===== config.mk =====
export PLATFORM = sky130hd
export DESIGN_NAME = sync_fifo_param
export DESIGN_NICKNAME = d
export VERILOG_FILES = /design/src/rtl/sync_fifo_param.sv
export SDC_FILE = /design/constraint.sdc
export NUM_CORES = 1
export LEC_CHECK = 0
export CORE_MARGIN = 4
export CORE_UTILIZATION = 35
export CTS_CLUSTER_DIAMETER = 30
export DETAILED_ROUTE_END_ITERATION = 16
export DONT_BUFFER_PORTS = 1
export HOLD_SLACK_MARGIN = 0.12
export SETUP_SLACK_MARGIN = 0.4
export SLEW_MARGIN = 20
export SYNTH_ARGS = -nofsm -noshare
export SYNTH_HDL_FRONTEND = slang
export SYNTH_SLANG_ARGS = --single-unit

===== constraint.sdc =====
create_clock -name clk -period 4.9 [get_ports clk]
set_input_delay 0.98 -clock clk [delete_from_list [all_inputs] [get_ports clk]]
set_output_delay 0.98 -clock clk [all_outputs]
set_load 0.05 [all_outputs]

===== src/rtl/sync_fifo_param.sv =====
// Single-clock parameterised FIFO with registered status flags, sticky error flags,
// synchronous flush and a choice of registered or first-word-fall-through read data.
module sync_fifo_param #(
  parameter int DEPTH     = 16,
  parameter int PTRWIDTH  = 4,
  parameter int DWIDTH    = 8,
  parameter int AFULL_TH  = 12,
  parameter int AEMPTY_TH = 4,
  parameter int FWFT      = 0
) (
  input  logic                clk,
  input  logic                reset,
  input  logic                clr,
  input  logic                push,
  input  logic [DWIDTH-1:0]   wdata,
  input  logic                pop,
  output logic [DWIDTH-1:0]   rdata,
  output logic                full,
  output logic                empty,
  output logic                almost_full,
  output logic                almost_empty,
  output logic [PTRWIDTH:0]   count,
  output logic                overflow,
  output logic                underflow
);

  localparam logic [PTRWIDTH:0]   DEPTH_C  = DEPTH[PTRWIDTH:0];
  localparam logic [PTRWIDTH:0]   AFULL_C  = AFULL_TH[PTRWIDTH:0];
  localparam logic [PTRWIDTH:0]   AEMPTY_C = AEMPTY_TH[PTRWIDTH:0];
  localparam logic [PTRWIDTH:0]   CNT_ONE  = {{PTRWIDTH{1'b0}}, 1'b1};
  localparam logic [PTRWIDTH-1:0] PTR_ONE  = {{(PTRWIDTH-1){1'b0}}, 1'b1};

  logic [DWIDTH-1:0]   mem [DEPTH];
  logic [PTRWIDTH-1:0] wptr, rptr;
  logic [PTRWIDTH:0]   count_nxt;
  logic                pop_ok, push_ok;

  // A pop frees a slot in the same cycle, so a full FIFO may take a push alongside it.
  assign pop_ok  = pop && !empty;
  assign push_ok = push && (!full || pop_ok);

  always_comb begin
    count_nxt = count;
    case ({push_ok, pop_ok})
      2'b10:   count_nxt = count + CNT_ONE;
      2'b01:   count_nxt = count - CNT_ONE;
      default: count_nxt = count;
    endcase
  end

  always_ff @(posedge clk) begin
    if (push_ok && !clr) begin
      mem[wptr] <= wdata;
    end
  end

  always_ff @(posedge clk or posedge reset) begin
    if (reset) begin
      wptr         <= '0;
      rptr         <= '0;
      count        <= '0;
      full         <= 1'b0;
      empty        <= 1'b1;
      almost_full  <= 1'b0;
      almost_empty <= 1'b1;
      overflow     <= 1'b0;
      underflow    <= 1'b0;
    end else if (clr) begin
      wptr         <= '0;
      rptr         <= '0;
      count        <= '0;
      full         <= 1'b0;
      empty        <= 1'b1;
      almost_full  <= 1'b0;
      almost_empty <= 1'b1;
      overflow     <= 1'b0;
      underflow    <= 1'b0;
    end else begin
      if (push_ok) wptr <= wptr + PTR_ONE;
      if (pop_ok)  rptr <= rptr + PTR_ONE;
      count        <= count_nxt;
      full         <= (count_nxt == DEPTH_C);
      empty        <= (count_nxt == '0);
      almost_full  <= (count_nxt >= AFULL_C);
      almost_empty <= (count_nxt <= AEMPTY_C);
      if (push && full && !pop) overflow  <= 1'b1;
      if (pop && empty)         underflow <= 1'b1;
    end
  end

  generate
    if (FWFT != 0) begin : g_fwft
      // Head entry is visible directly; forced to zero while empty so reset shows 0.
      assign rdata = empty ? '0 : mem[rptr];
    end else begin : g_reg
      logic [DWIDTH-1:0] rdata_q;
      always_ff @(posedge clk or posedge reset) begin
        if (reset) begin
          rdata_q <= '0;
        end else if (pop_ok && !clr) begin
          rdata_q <= mem[rptr];
        end
      end
      assign rdata = rdata_q;
    end
  endgenerate

endmodule


==> Word level (Yosys, flattened, before mapping) <==
Memories as Yosys holds them, arrays and structs flattened. A register that Yosys moved wholly into a read port is not among the register bits.
Index checks and enable logic that the tools add are counted.
{ "word_totals": {"reg_bits": 19, "ramBits": 128, "input_bits": 13, "out_inout_bits": 19, "word_cells": 52, "n_memories": 1} }
{ "mem_list": {"columns": ["name", "words", "width", "rd", "rd_clocked_by_memory_dff", "write_ports", "line", "text"], "rows": [
  ["mem", 16, 8, 1, 1, 1, "33", "logic [DWIDTH-1:0] mem [DEPTH];"]
]} }
{ "classes": {"addsub": 4, "magnitude_cmp": 2, "n_eq_ne": 3, "n_mux": 16, "n_reduce_logical": 17} }
{ "op_table": {"columns": ["operator", "n"], "rows": [
  ["4-bit 2-to-1 mux", 4],
  ["1-bit 2-to-1 mux", 10],
  ["5-bit one-hot mux with 2 select lines", 1],
  ["4-bit by 1-bit adder with 4-bit output (second input constant)", 2],
  ["2-bit nonzero test", 4],
  ["1-bit logical AND", 7],
  ["5-bit by 1-bit adder with 5-bit output (second input constant)", 1],
  ["5-bit equality test (second input constant)", 1],
  ["5-bit by 4-bit >= comparator with 1-bit output (second input constant)", 1],
  ["5-bit by 3-bit <= comparator with 1-bit output (second input constant)", 1],
  ["5-bit zero test", 1],
  ["5-bit 2-to-1 mux", 1],
  ["5-bit by 1-bit subtractor with 5-bit output (second input constant)", 1],
  ["1-bit zero test", 4],
  ["2-bit by 1-bit equality test with 1-bit output (second input constant)", 1],
  ["2-bit equality test (second input constant)", 1],
  ["1-bit logical OR", 1]
]} }

==> Logic depth before layout (Yosys ltp) <==
Gate-level depths: netlist of run 1.
{ "depth": {"depth_word": 8, "depth_mapped": 11, "depth_no_buf": 11} }

==> Worst setup path before layout of run 1 <==
No wires, ideal clock.
{ "synth_timing": {"kind": "in2reg", "startpoint": "input port pop", "endpoint": "register almost_full", "setup_time_ps": 118, "arrival_time_ps": 3237, "required_ps": 4782, "path_slack_ps": 1545, "stages": 11, "path_buffers": 0, "path_cell_list": "nand2b_1 > clkinv_1 > o21ai_2 > ha_1 > xor2_1 > ha_1 > or3b_1 > a32oi_1 > xor2_1 > nor2_2 > a21o_1"} }
{ "synth_between": {"elab_chain_cells": 7} }
{ "synth_lines": {"columns": ["element", "line", "text"], "rows": [
  ["start: declaration", "16", "input logic pop,"],
  ["1-bit logical AND (*)", "39", "assign pop_ok = pop && !empty;"],
  ["1-bit logical OR", "40", "assign push_ok = push && (!full || pop_ok);"],
  ["1-bit logical AND", "40", null],
  ["2-bit by 1-bit equality test with 1-bit output / 2-bit equality test (equally long branches)", "44", "case ({push_ok, pop_ok})"],
  ["5-bit one-hot mux with 2 select lines (*)", "44", null],
  ["5-bit by 4-bit >= comparator with 1-bit output (*)", "84", "almost_full <= (count_nxt >= AFULL_C);"],
  ["1-bit 2-to-1 mux (*)", "68", "end else if (clr) begin"],
  ["end signal: assignment", "84", null],
  ["end: declaration", "20", "output logic almost_full,"]
]} }
Every way passes the cells marked *; elsewhere a longest branch is shown, timed or not.
A chain may end at the register's enable or synchronous reset.

==> Worst setup path in the final report of run 1 <==
{ "layout_timing": {"startpoint": "register empty", "endpoint": "register almost_empty"} }
{ "layout_between": {"elab_chain_cells": 8} }
{ "layout_lines": {"columns": ["element", "line", "text"], "rows": [
  ["start: declaration", "19", "output logic empty,"],
  ["start signal: assignment", "83", "empty <= (count_nxt == '0);"],
  ["1-bit zero test (*)", "39", null],
  ["1-bit logical AND (*)", "39", null],
  ["1-bit logical OR", "40", null],
  ["1-bit logical AND", "40", null],
  ["2-bit by 1-bit equality test with 1-bit output / 2-bit equality test (equally long branches)", "44", null],
  ["5-bit one-hot mux with 2 select lines (*)", "44", null],
  ["5-bit by 3-bit <= comparator with 1-bit output (*)", "85", "almost_empty <= (count_nxt <= AEMPTY_C);"],
  ["1-bit 2-to-1 mux (*)", "68", null],
  ["end signal: assignment", "85", null],
  ["end: declaration", "21", "output logic almost_empty,"]
]} }
Marked as above.

==> results of run 1 <==
## through the flow
step	total power [uW]	worst slack [ns]	util (%)
after floorplan	2100	1.55	-
after global placement	2160	1.34	37.2
after detailed placement	2160	1.22	37.2
after CTS	3410	1.38	40.4
after global routing	3530	1.08	40.4
final	3380	1.34	40.4
## final cells by class
cell class	count	area (sq um)	area share, %
Sequential cell	155	4520	64.0
Multi-Input combinational cell	169	1640	23.1
Clock buffer	17	425	6.02
Tap cell	225	282	3.98
Clock inverter	15	140	1.98
Inverter	9	33.8	0.478
Timing Repair Buffer	4	30.0	0.425
## sequential cells by signal (all words and copies together) (netlist names), 4 cells and up
name and cells:
count 5, rptr 4, mem 128, wptr 4
rdata 8
## cell usage in the layout (no fill, tap or decap), types with 5 or more instances in the layout
master and count:
sky130_fd_sc_hd__edfxtp_1 128, sky130_fd_sc_hd__nor2_1 33, sky130_fd_sc_hd__mux4_2 32, sky130_fd_sc_hd__dfrtp_1 24, sky130_fd_sc_hd__clkbuf_16 17, sky130_fd_sc_hd__mux2i_1 14, sky130_fd_sc_hd__nand2_1 13, sky130_fd_sc_hd__ha_1 8
sky130_fd_sc_hd__inv_1 7, sky130_fd_sc_hd__xor2_1 7, sky130_fd_sc_hd__nor3_1 6, sky130_fd_sc_hd__mux2_2 5, sky130_fd_sc_hd__o21ai_1 5, sky130_fd_sc_hd__a21oi_1 5
## per-layer routing
metal	share of wire, %	routed length, um	global-route usage (%)	up-vias
met4	0.60	74	3.50	0
met5	0	0	0	-
met2	47	5800	18.7	94
met1	43	5360	17.1	1609
met3	9.0	1110	5.01	7
li1	-	-	-	1374
## cell families after synthesis
logic type                 Yosys count  synth area share (%)
AOI/OAI and AO/OA                   30                  3.25
DFF                                155                  71.6
and+or+nand+nor                     70                  4.99
xor gates and xnor gates            10                  1.39
buffers and inverters               28                  2.73
adders and majority gates            8                  1.58
muxes                               51                  14.5
## where the power goes
part	total, uW	internal [uW]	switching [uW]
sequential	1790	1500	292
combinational	338	182	156
clock	1250	708	546
total	3380	2390	995
## worst max path at each step
stage	startpoint	endpoint	slack (ns)	cells past startpoint
2_1_floorplan	pop	almost_full	1.55	11
5_1_grt	empty	almost_empty	1.08	11
6_report	empty	almost_empty	1.34	11
3_5_place_dp	pop	almost_full	1.22	11
4_1_cts	empty	almost_empty	1.38	11
3_3_place_gp	pop	almost_empty	1.34	11
## worst register-to-register path, cell delays in order, from the launching register on
cell and delay, ns:
sky130_fd_sc_hd__dfstp_2 0.70, sky130_fd_sc_hd__nand2b_1 0.25, sky130_fd_sc_hd__clkinv_1 0.26, sky130_fd_sc_hd__o21ai_2 0.39, sky130_fd_sc_hd__ha_1 0.35, sky130_fd_sc_hd__xor2_1 0.17, sky130_fd_sc_hd__ha_1 0.21, sky130_fd_sc_hd__or3b_1 0.35
sky130_fd_sc_hd__a32oi_1 0.22, sky130_fd_sc_hd__xor2_1 0.30, sky130_fd_sc_hd__nor2_2 0.09, sky130_fd_sc_hd__a211oi_2 0.20
==> impl_metrics.ini, run 1 <==
[run_status]
status = complete, no violations

[synthesis]
synth_common_cells = 128 x sky130_fd_sc_hd__edfxtp_1, 33 x sky130_fd_sc_hd__nor2_1, 32 x sky130_fd_sc_hd__mux4_2
syn_inst = 352
yosys.area.top_type = sky130_fd_sc_hd__edfxtp_1
syn_nets = 373
synth-warning-count = 0
synth.lib_cells_used.distinct = 45
area_contributors_post_synth = sky130_fd_sc_hd__edfxtp_1 61%, sky130_fd_sc_hd__mux4_2 11%, sky130_fd_sc_hd__dfrtp_1 9.9%
leading_cell_type_by_number_of_instances_after_synthesis = sky130_fd_sc_hd__edfxtp_1
postSynth.asyncResetShare_pct = 17.4
postSynthAreaPerCell_sq_um = 18.0
synth_edf_count = 128
synth_top_cell_area_share_pct = 60.8
synth.ff_latch_count = 155
synthesis.area_sq_um = 6320
synth-seq-area-share_pct = 71.6
synth_flop_cell = sky130_fd_sc_hd__edfxtp_1

[floorplan]
floorplan.die_area_sq_um = 20300
count_of_pins_on_the_block_boundary = 32
dieWidth_um = 142
initial_utilization_pct = 36.2
dieHeight_um = 142
floorplan.core_area_sq_um = 17500
placement_rows = 48

[sta]
fin_setup_tns_ns = 0
drv_slew = 0
timing.final.crit_period_ns = 3.56
timing.final.setup_violations = 0
worst_margin_slew_ns = 0.936
period_share_pct = 72.7
final-hold-violation-count = 0
max-slew-margin-rel_pct = 37.4
clock.fmax_mhz = 281
hold_ws_ns = 0.506
finalClockSkew_ns = 0.0132
setup_repair_after_global_routing_missed_its_margin = no

[routing]
first_pass_iters = 5
post_drt_via_cell_ratio = 5.19
detail_route.wl_per_cell_um = 20.8
num_vias = 3084
routed_wirelength_mm = 12.3
drc_errors = 0
initialDrtViolationCount = 274
drtAntennaViolNets = 0

[clock_network]
clk-insertion-delay-late_ns = 0.42
cts_root_buffer = sky130_fd_sc_hd__clkbuf_16
post_cts_resized = 0
clkTransAtPathRegs_ns = 0.07
cts_made_buffers = 17
cts_setup_buffers = 0
cts_hold_repair.buffers = 0
tritoncts = done
htree_num_levels = 4
cts_buffer_depth = 2
cts_num_sinks = 155

[setup_path]
type_of_the_worst_setup_path = register to register
timing.critical_path.slowest_stage_cell = sky130_fd_sc_hd__dfstp_2
cp-end-kind = register
data_required_time_of_the_worst_path_ns = 5.24
worst-r2r-cell-count = 11
cpLargestDelayFamily = compound AO/OA/AOI/OAI gates
worstReg2RegStart = empty
worst-r2r-setup-slack_ns = 1.34
worstSetupStartpointType = register
timing.rr.end = almost_empty
timing.critical_path.fanout_max = 8
worst-path-buf-inv = 1
worst_path_largest_cell_delay_ns = 0.70
worst_ep_arrival_time_ns = 3.90
worstPathCellList = nand2b_1 > clkinv_1 > o21ai_2 > ha_1 > xor2_1 > ha_1 > or3b_1 > a32oi_1 > xor2_1 > nor2_2 > a211oi_2

[power]
ir_worst_vdd_v = 0.000277
leakagePower_uw = 0.00234
power_density_nw_per_um2 = 478

[finish]
post_route_cells_drive_above_1_share_pct = 22.0
layout-area-overhead-vs-synth_pct = 11.9
fillerInstances = 1551
design_area_sq_um = 7070
instances_no_fill = 594
inserted_diodes = 0
nets = 377

[place]
post_dp_cell_area_sq_um = 6500
detailed_place_hpwl_mm = 7.82
globalplace.congestion = 0.817
io_buffers = 0
placed_cells_incl_taps = 562

[global_route]
antenna_found_initial = 0
grt_first_pass_wirelength_mm = 18.7
aggregate_global_route_resource_usage_pct = 12.5
global_route.overflow_total = 0
grt_start_max_net_pins = 33
grt_pass1_vias = 3128

[min_path]
worst_hold_path_type = input port to async pin

[run]
maxCapViolCount = 0
No activity file was read; power rests on OpenSTA's default activity.
==> run 2: changes to the inputs <==
==> constraint.sdc (replaced) <==
create_clock -name clk -period 3.6 [get_ports clk]
set_input_delay 0.72 -clock clk [delete_from_list [all_inputs] [get_ports clk]]
set_output_delay 0.72 -clock clk [all_outputs]
set_load 0.05 [all_outputs]
==> run 2 against run 1 <==
Combinational power is 60% higher. Hold slack worse by 0.26 ns. Sequential power is 32% higher. Flip-flop and latch count stayed put. Clock power is 31% higher. Design area is 1.5% higher. Wire length is 0.24% higher. Non-clock buffer count is 18 higher. First-iteration DRC count is 32% lower. Worst setup slack worse by 0.67 ns. Critical endpoint unchanged. Largest power group unchanged.
==> impl_metrics.ini, run 2 (same netlist as run 1, synthesis figures left out) <==
[run_status]
status = complete, no violations

[clock_network]
cts_hold_repair.buffers = 0
cts_root_buffer = sky130_fd_sc_hd__clkbuf_16
cts_num_sinks = 155
htree_num_levels = 4
cts_made_buffers = 17
tritoncts = done
clk-insertion-delay-late_ns = 0.43
clkTransAtPathRegs_ns = 0.06
cts_buffer_depth = 2

[power]
power.share.combinational_pct = 11.9
seqPwrFrac_pct = 52.1
ir_worst_vdd_v = 0.000513
power_density_nw_per_um2 = 635
intPower_uw = 3200
share_clk_of_total_power_pct = 36.0
p_switching_uw = 1360
p_total_uw = 4550
leakagePower_uw = 0.00241
swShare_pct = 29.8

[sta]
final-hold-violation-count = 0
max-slew-margin-rel_pct = 44.7
drv_slew = 0
post-route-worst-setup-slack_ns = 0.670
fin_setup_tns_ns = 0
timing.final.setup_violations = 0
worst_margin_slew_ns = 0.829
finalClockSkew_ns = 0.00736
timing.final.crit_period_ns = 2.93
period_share_pct = 81.4
setup_repair_after_global_routing_missed_its_margin = no
hold_ws_ns = 0.242
clock.fmax_mhz = 341

[run]
maxCapViolCount = 0

[finish]
mostFrequentLayoutCells = 128 x sky130_fd_sc_hd__edfxtp_1, 33 x sky130_fd_sc_hd__nor2_1, 32 x sky130_fd_sc_hd__mux4_2
final_common_cell = sky130_fd_sc_hd__edfxtp_1
instances_no_fill = 612
largest_register = mem
largest_register_ff_count = 128
post_route_cells_drive_above_1_share_pct = 25.3
layout-area-overhead-vs-synth_pct = 13.6
nets = 395
inserted_diodes = 0

[routing]
first_pass_iters = 4
detail_route.wl_per_cell_um = 20.2
routed_wirelength_mm = 12.4
num_vias = 3139
drtAntennaViolNets = 0
initialDrtViolationCount = 186
post_drt_via_cell_ratio = 5.13
drc_errors = 0

[place]
detailed_place_hpwl_mm = 7.81
globalplace.congestion = 0.807
pre_cts_slack_ns = 0.408
placed_cells_incl_taps = 577
io_buffers = 0

[global_route]
antenna_found_initial = 0
grt_pass1_vias = 3275
grt_first_pass_wirelength_mm = 19.3
global_route.overflow_total = 0
busiest_layer = met2
aggregate_global_route_resource_usage_pct = 12.9
grt_start_max_net_pins = 36
grt_use_met3_pct = 4.44
grtUsageMet2_pct = 20.5
use_met1_pct = 16.6

[min_path]
worst_hold_path_type = input port to async pin

[setup_path]
timing.rr.end = almost_empty
worst-r2r-setup-slack_ns = 0.67
data_required_time_of_the_worst_path_ns = 3.94
worst_ep_arrival_time_ns = 3.27
worstSetupStartpointType = register
type_of_the_worst_setup_path = register to register
worstReg2RegStart = empty
worst-r2r-cell-count = 11
cp-end-kind = register
timing.critical_path.fanout_max = 7

[floorplan]
initial_utilization_pct = 36.2
placement_rows = 48
floorplan.core_area_sq_um = 17500
dieWidth_um = 142
count_of_pins_on_the_block_boundary = 32
dieHeight_um = 142
floorplan.die_area_sq_um = 20300
## run 2: cell types whose count changed in the layout (fill, tap and decap cells not counted)
cell,previous run,this run
sky130_fd_sc_hd__buf_4,4,22
sky130_fd_sc_hd__bufinv_16,1,0
sky130_fd_sc_hd__clkinvlp_4,3,4
sky130_fd_sc_hd__ha_1,8,7
sky130_fd_sc_hd__ha_2,0,1
sky130_fd_sc_hd__inv_6,4,3
sky130_fd_sc_hd__inv_8,2,3
sky130_fd_sc_hd__nor3_1,6,8
sky130_fd_sc_hd__nor3_2,2,0
## run 2: cell type report
type                            instances  area, sq um
Timing Repair Buffer                   22          165
Multi-Input combinational cell        169         1630
Clock inverter                         15          116
Tap cell                              225          282
Fill cell                            1539        10300
Clock buffer                           17          425
Sequential cell                       155         4520
Inverter                                9         37.5
## run 2: through the flow
step	instance area, sq um	util [%]
final	7180	41.1
after global routing	7180	41.1
after CTS	7150	40.9
after detailed placement	6610	37.8
after global placement	6610	37.8
after floorplan	6320	-
## run 2: metal layers
metal  vias up  part of all wire, %
li1       1412                    -
met1      1620                   43
met2        84                   48
met3        23                  7.0
met4         0                  2.0
met5         -                    0
## run 2: what timing repair did
item	4_1_cts	5_1_grt
setup buffers	0	3
resized for setup	0	2
endpoints found under the setup margin	0	3
## run 2: how the worst max path moves through the flow
stage          depth (start not counted)           end   from  slack (ns)
6_report                              11  almost_empty  empty        0.67
5_1_grt                               11  almost_empty  empty        0.49
4_1_cts                               11  almost_empty  empty        0.53
3_5_place_dp                          11  almost_empty    pop        0.41
3_3_place_gp                          11  almost_empty    pop        0.51
2_1_floorplan                         11   almost_full  empty        0.46
## run 2: worst max-delay path, stage by stage (launching register included)
cell and delay, ns:
sky130_fd_sc_hd__dfstp_2 0.52, sky130_fd_sc_hd__nand2b_1 0.20, sky130_fd_sc_hd__clkinvlp_4 0.17, sky130_fd_sc_hd__o21ai_2 0.15
sky130_fd_sc_hd__ha_2 0.25, sky130_fd_sc_hd__xor2_1 0.16, sky130_fd_sc_hd__ha_1 0.20, sky130_fd_sc_hd__or3b_1 0.35
sky130_fd_sc_hd__a32oi_1 0.24, sky130_fd_sc_hd__xor2_1 0.31, sky130_fd_sc_hd__nor2_2 0.09, sky130_fd_sc_hd__a211oi_2 0.20
## run 2: power groups by stage
| stage | clock network (uW) | registers, uW | logic [uW] |
|---|---|---|---|
| floorplan | 0 | 2390 | 470 |
| global placement | 0 | 2410 | 528 |
| detailed placement | 0 | 2410 | 538 |
| CTS | 1670 | 2380 | 540 |
| global route | 1750 | 2390 | 605 |
| finish | 1640 | 2370 | 542 |
==> run 3: changes to the inputs <==
==> constraint.sdc (replaced) <==
create_clock -name clk -period 3 [get_ports clk]
set_input_delay 0.6 -clock clk [delete_from_list [all_inputs] [get_ports clk]]
set_output_delay 0.6 -clock clk [all_outputs]
set_load 0.05 [all_outputs]
==> run 3 against run 2 <==
Non-clock buffer count up 11. Sequential share of layout area down 1.8 points. Critical path type unchanged. Worst setup slack worse by 0.29 ns. Clock skew about the same. Flip-flop and latch count unchanged. Clock-buffer cell count unchanged.
==> impl_metrics.ini, run 3 (same netlist as run 1, synthesis figures left out) <==
[run_status]
status = complete, no violations

[place]
io_buffers = 0
detailed_place_hpwl_mm = 8.16
pre_cts_slack_ns = 0.217
placed_cells_incl_taps = 585
globalplace.congestion = 0.783
post_dp_cell_area_sq_um = 6710

[setup_path]
worstPathCellList = nand2b_4 > clkinv_8 > o21ai_4 > ha_4 > xor2_1 > ha_2 > buf_4 > a21oi_1 > mux2i_1 > xor2_2 > nor3_1 > a211oi_2
worst-path-buf-inv = 2
worst_ep_arrival_time_ns = 2.95
type_of_the_worst_setup_path = register to register
timing.critical_path.fanout_max = 4
worst-r2r-setup-slack_ns = 0.38
worstReg2RegStart = empty
cp-end-kind = register
worst-r2r-cell-count = 12
timing.rr.end = almost_empty
cpLargestDelayFamily = flip-flops
data_required_time_of_the_worst_path_ns = 3.33
timing.critical_path.slowest_stage_cell = sky130_fd_sc_hd__dfstp_2
worstSetupStartpointType = register
worst_path_largest_cell_delay_ns = 0.54

[floorplan]
dieWidth_um = 142
floorplan.die_area_sq_um = 20300
placement_rows = 48
count_of_pins_on_the_block_boundary = 32
floorplan.core_area_sq_um = 17500
dieHeight_um = 142
initial_utilization_pct = 36.2

[routing]
post_drt_via_cell_ratio = 5.15
initialDrtViolationCount = 193
first_pass_iters = 4
drtAntennaViolNets = 0
detail_route.wl_per_cell_um = 20.5
num_vias = 3210
drc_errors = 0
routed_wirelength_mm = 12.8

[finish]
post_route_cells_drive_above_1_share_pct = 29.9
inserted_diodes = 0
instances_no_fill = 623
largest_register = mem
design_area_sq_um = 7380
largest_register_ff_count = 128
final_common_cell = sky130_fd_sc_hd__edfxtp_1
layout-area-overhead-vs-synth_pct = 16.8
nets = 406
mostFrequentLayoutCells = 128 x sky130_fd_sc_hd__edfxtp_1, 33 x sky130_fd_sc_hd__nor2_1, 32 x sky130_fd_sc_hd__mux4_2, 32 x sky130_fd_sc_hd__buf_4, 24 x sky130_fd_sc_hd__dfrtp_1

[global_route]
grt_pass1_vias = 3334
global_route.overflow_total = 0
antenna_found_initial = 0
aggregate_global_route_resource_usage_pct = 13.3
grt_start_max_net_pins = 33
grt_first_pass_wirelength_mm = 19.9

[clock_network]
clkTransAtPathRegs_ns = 0.07
htree_num_levels = 4
cts_buffer_depth = 2
clk-insertion-delay-late_ns = 0.41
cts_root_buffer = sky130_fd_sc_hd__clkbuf_16
cts_made_buffers = 17
tritoncts = done
cts_num_sinks = 155

[power]
seqPwrFrac_pct = 49.6
power_density_nw_per_um2 = 770
ir_worst_vdd_v = 0.000524
share_clk_of_total_power_pct = 36.7
leakagePower_uw = 0.00251
swShare_pct = 29.7
power.share.combinational_pct = 13.8
intPower_uw = 4000
p_switching_uw = 1690

[sta]
post-route-worst-setup-slack_ns = 0.377
finalClockSkew_ns = 0.00719
timing.final.setup_violations = 0
drv_slew = 0
setup_repair_after_global_routing_missed_its_margin = yes
fin_setup_tns_ns = 0
period_share_pct = 87.4
max-slew-margin-rel_pct = 47.8
hold_ws_ns = 0.212
clock.fmax_mhz = 381
worst_margin_slew_ns = 0.782
timing.final.crit_period_ns = 2.62
final-hold-violation-count = 0

[min_path]
worst_hold_path_type = input port to async pin

[run]
maxCapViolCount = 0
run 3: cell count changes in the layout (fill, tap and decap cells not counted), moves of 2 or more:
cell                         change
sky130_fd_sc_hd__buf_4          +10
sky130_fd_sc_hd__clkinv_1        -3
sky130_fd_sc_hd__xor2_1          -3
sky130_fd_sc_hd__xor2_2          +3
sky130_fd_sc_hd__clkinvlp_4      -2
sky130_fd_sc_hd__inv_6           +2
run 3: worst reg2reg max path: cells and delay by family, from the launching register on:
family	cells	cell delay, ns
flip-flops	1	0.54
AO/OA/AOI/OAI	3	0.54
multiplexers	1	0.36
adder cells (fa/ha/maj)	2	0.33
XOR/XNOR	2	0.32
AND/OR/NAND/NOR	2	0.26
buffers and inverters	2	0.20
run 3: cell type report:
| cell class | count | area [sq um] |
|---|---|---|
| multi-input combinational | 169 | 1690 |
| tap | 225 | 282 |
| clock inverter | 15 | 154 |
| inverter | 9 | 46.3 |
| timing repair buffer | 33 | 260 |
| fill | 1509 | 10100 |
| clock buffer | 17 | 425 |
| sequential | 155 | 4520 |
run 3: repair_timing:
action / in CTS / in global routing
hold buffers: 0 / 0
pin swaps: 6 / 4
resized for setup: 4 / 4
endpoints found under the setup margin: 5 / 6
setup buffers: 6 / 0
hold endpoints to repair: 0 / 0
run 3: metal layers:
layer	share of wire (%)	track usage, %	up-vias
met4	1.3	4.05	0
met3	5.6	3.33	13
li1	-	-	1431
met2	48	21.0	84
met5	0	0	-
met1	45	18.4	1682
run 3: through the flow:
stage,utilization (%),power [uW]
floorplan,-,3440
global placement,38.4,3590
detailed placement,38.4,3610
CTS,42.1,5720
global route,42.2,5910
finish,42.2,5680
run 3: power by group through the flow:
| stage | clock network (uW) | logic [uW] | registers [uW] |
|---|---|---|---|
| 2_1_floorplan | 0 | 578 | 2860 |
| 3_3_place_gp | 0 | 728 | 2860 |
| 3_5_place_dp | 0 | 743 | 2870 |
| 4_1_cts | 2120 | 776 | 2820 |
| 5_1_grt | 2230 | 850 | 2830 |
| 6_report | 2080 | 782 | 2820 |
run 3: worst max-delay path by stage:
stage           from  slack [ns]  cells after the start           end
6_report       empty        0.38                     12  almost_empty
5_1_grt        empty        0.24                     12  almost_empty
4_1_cts        empty        0.37                     11   almost_full
2_1_floorplan  empty        0.12                     11   almost_full
3_3_place_gp     pop        0.31                     11  almost_empty
3_5_place_dp     pop        0.22                     11  almost_empty
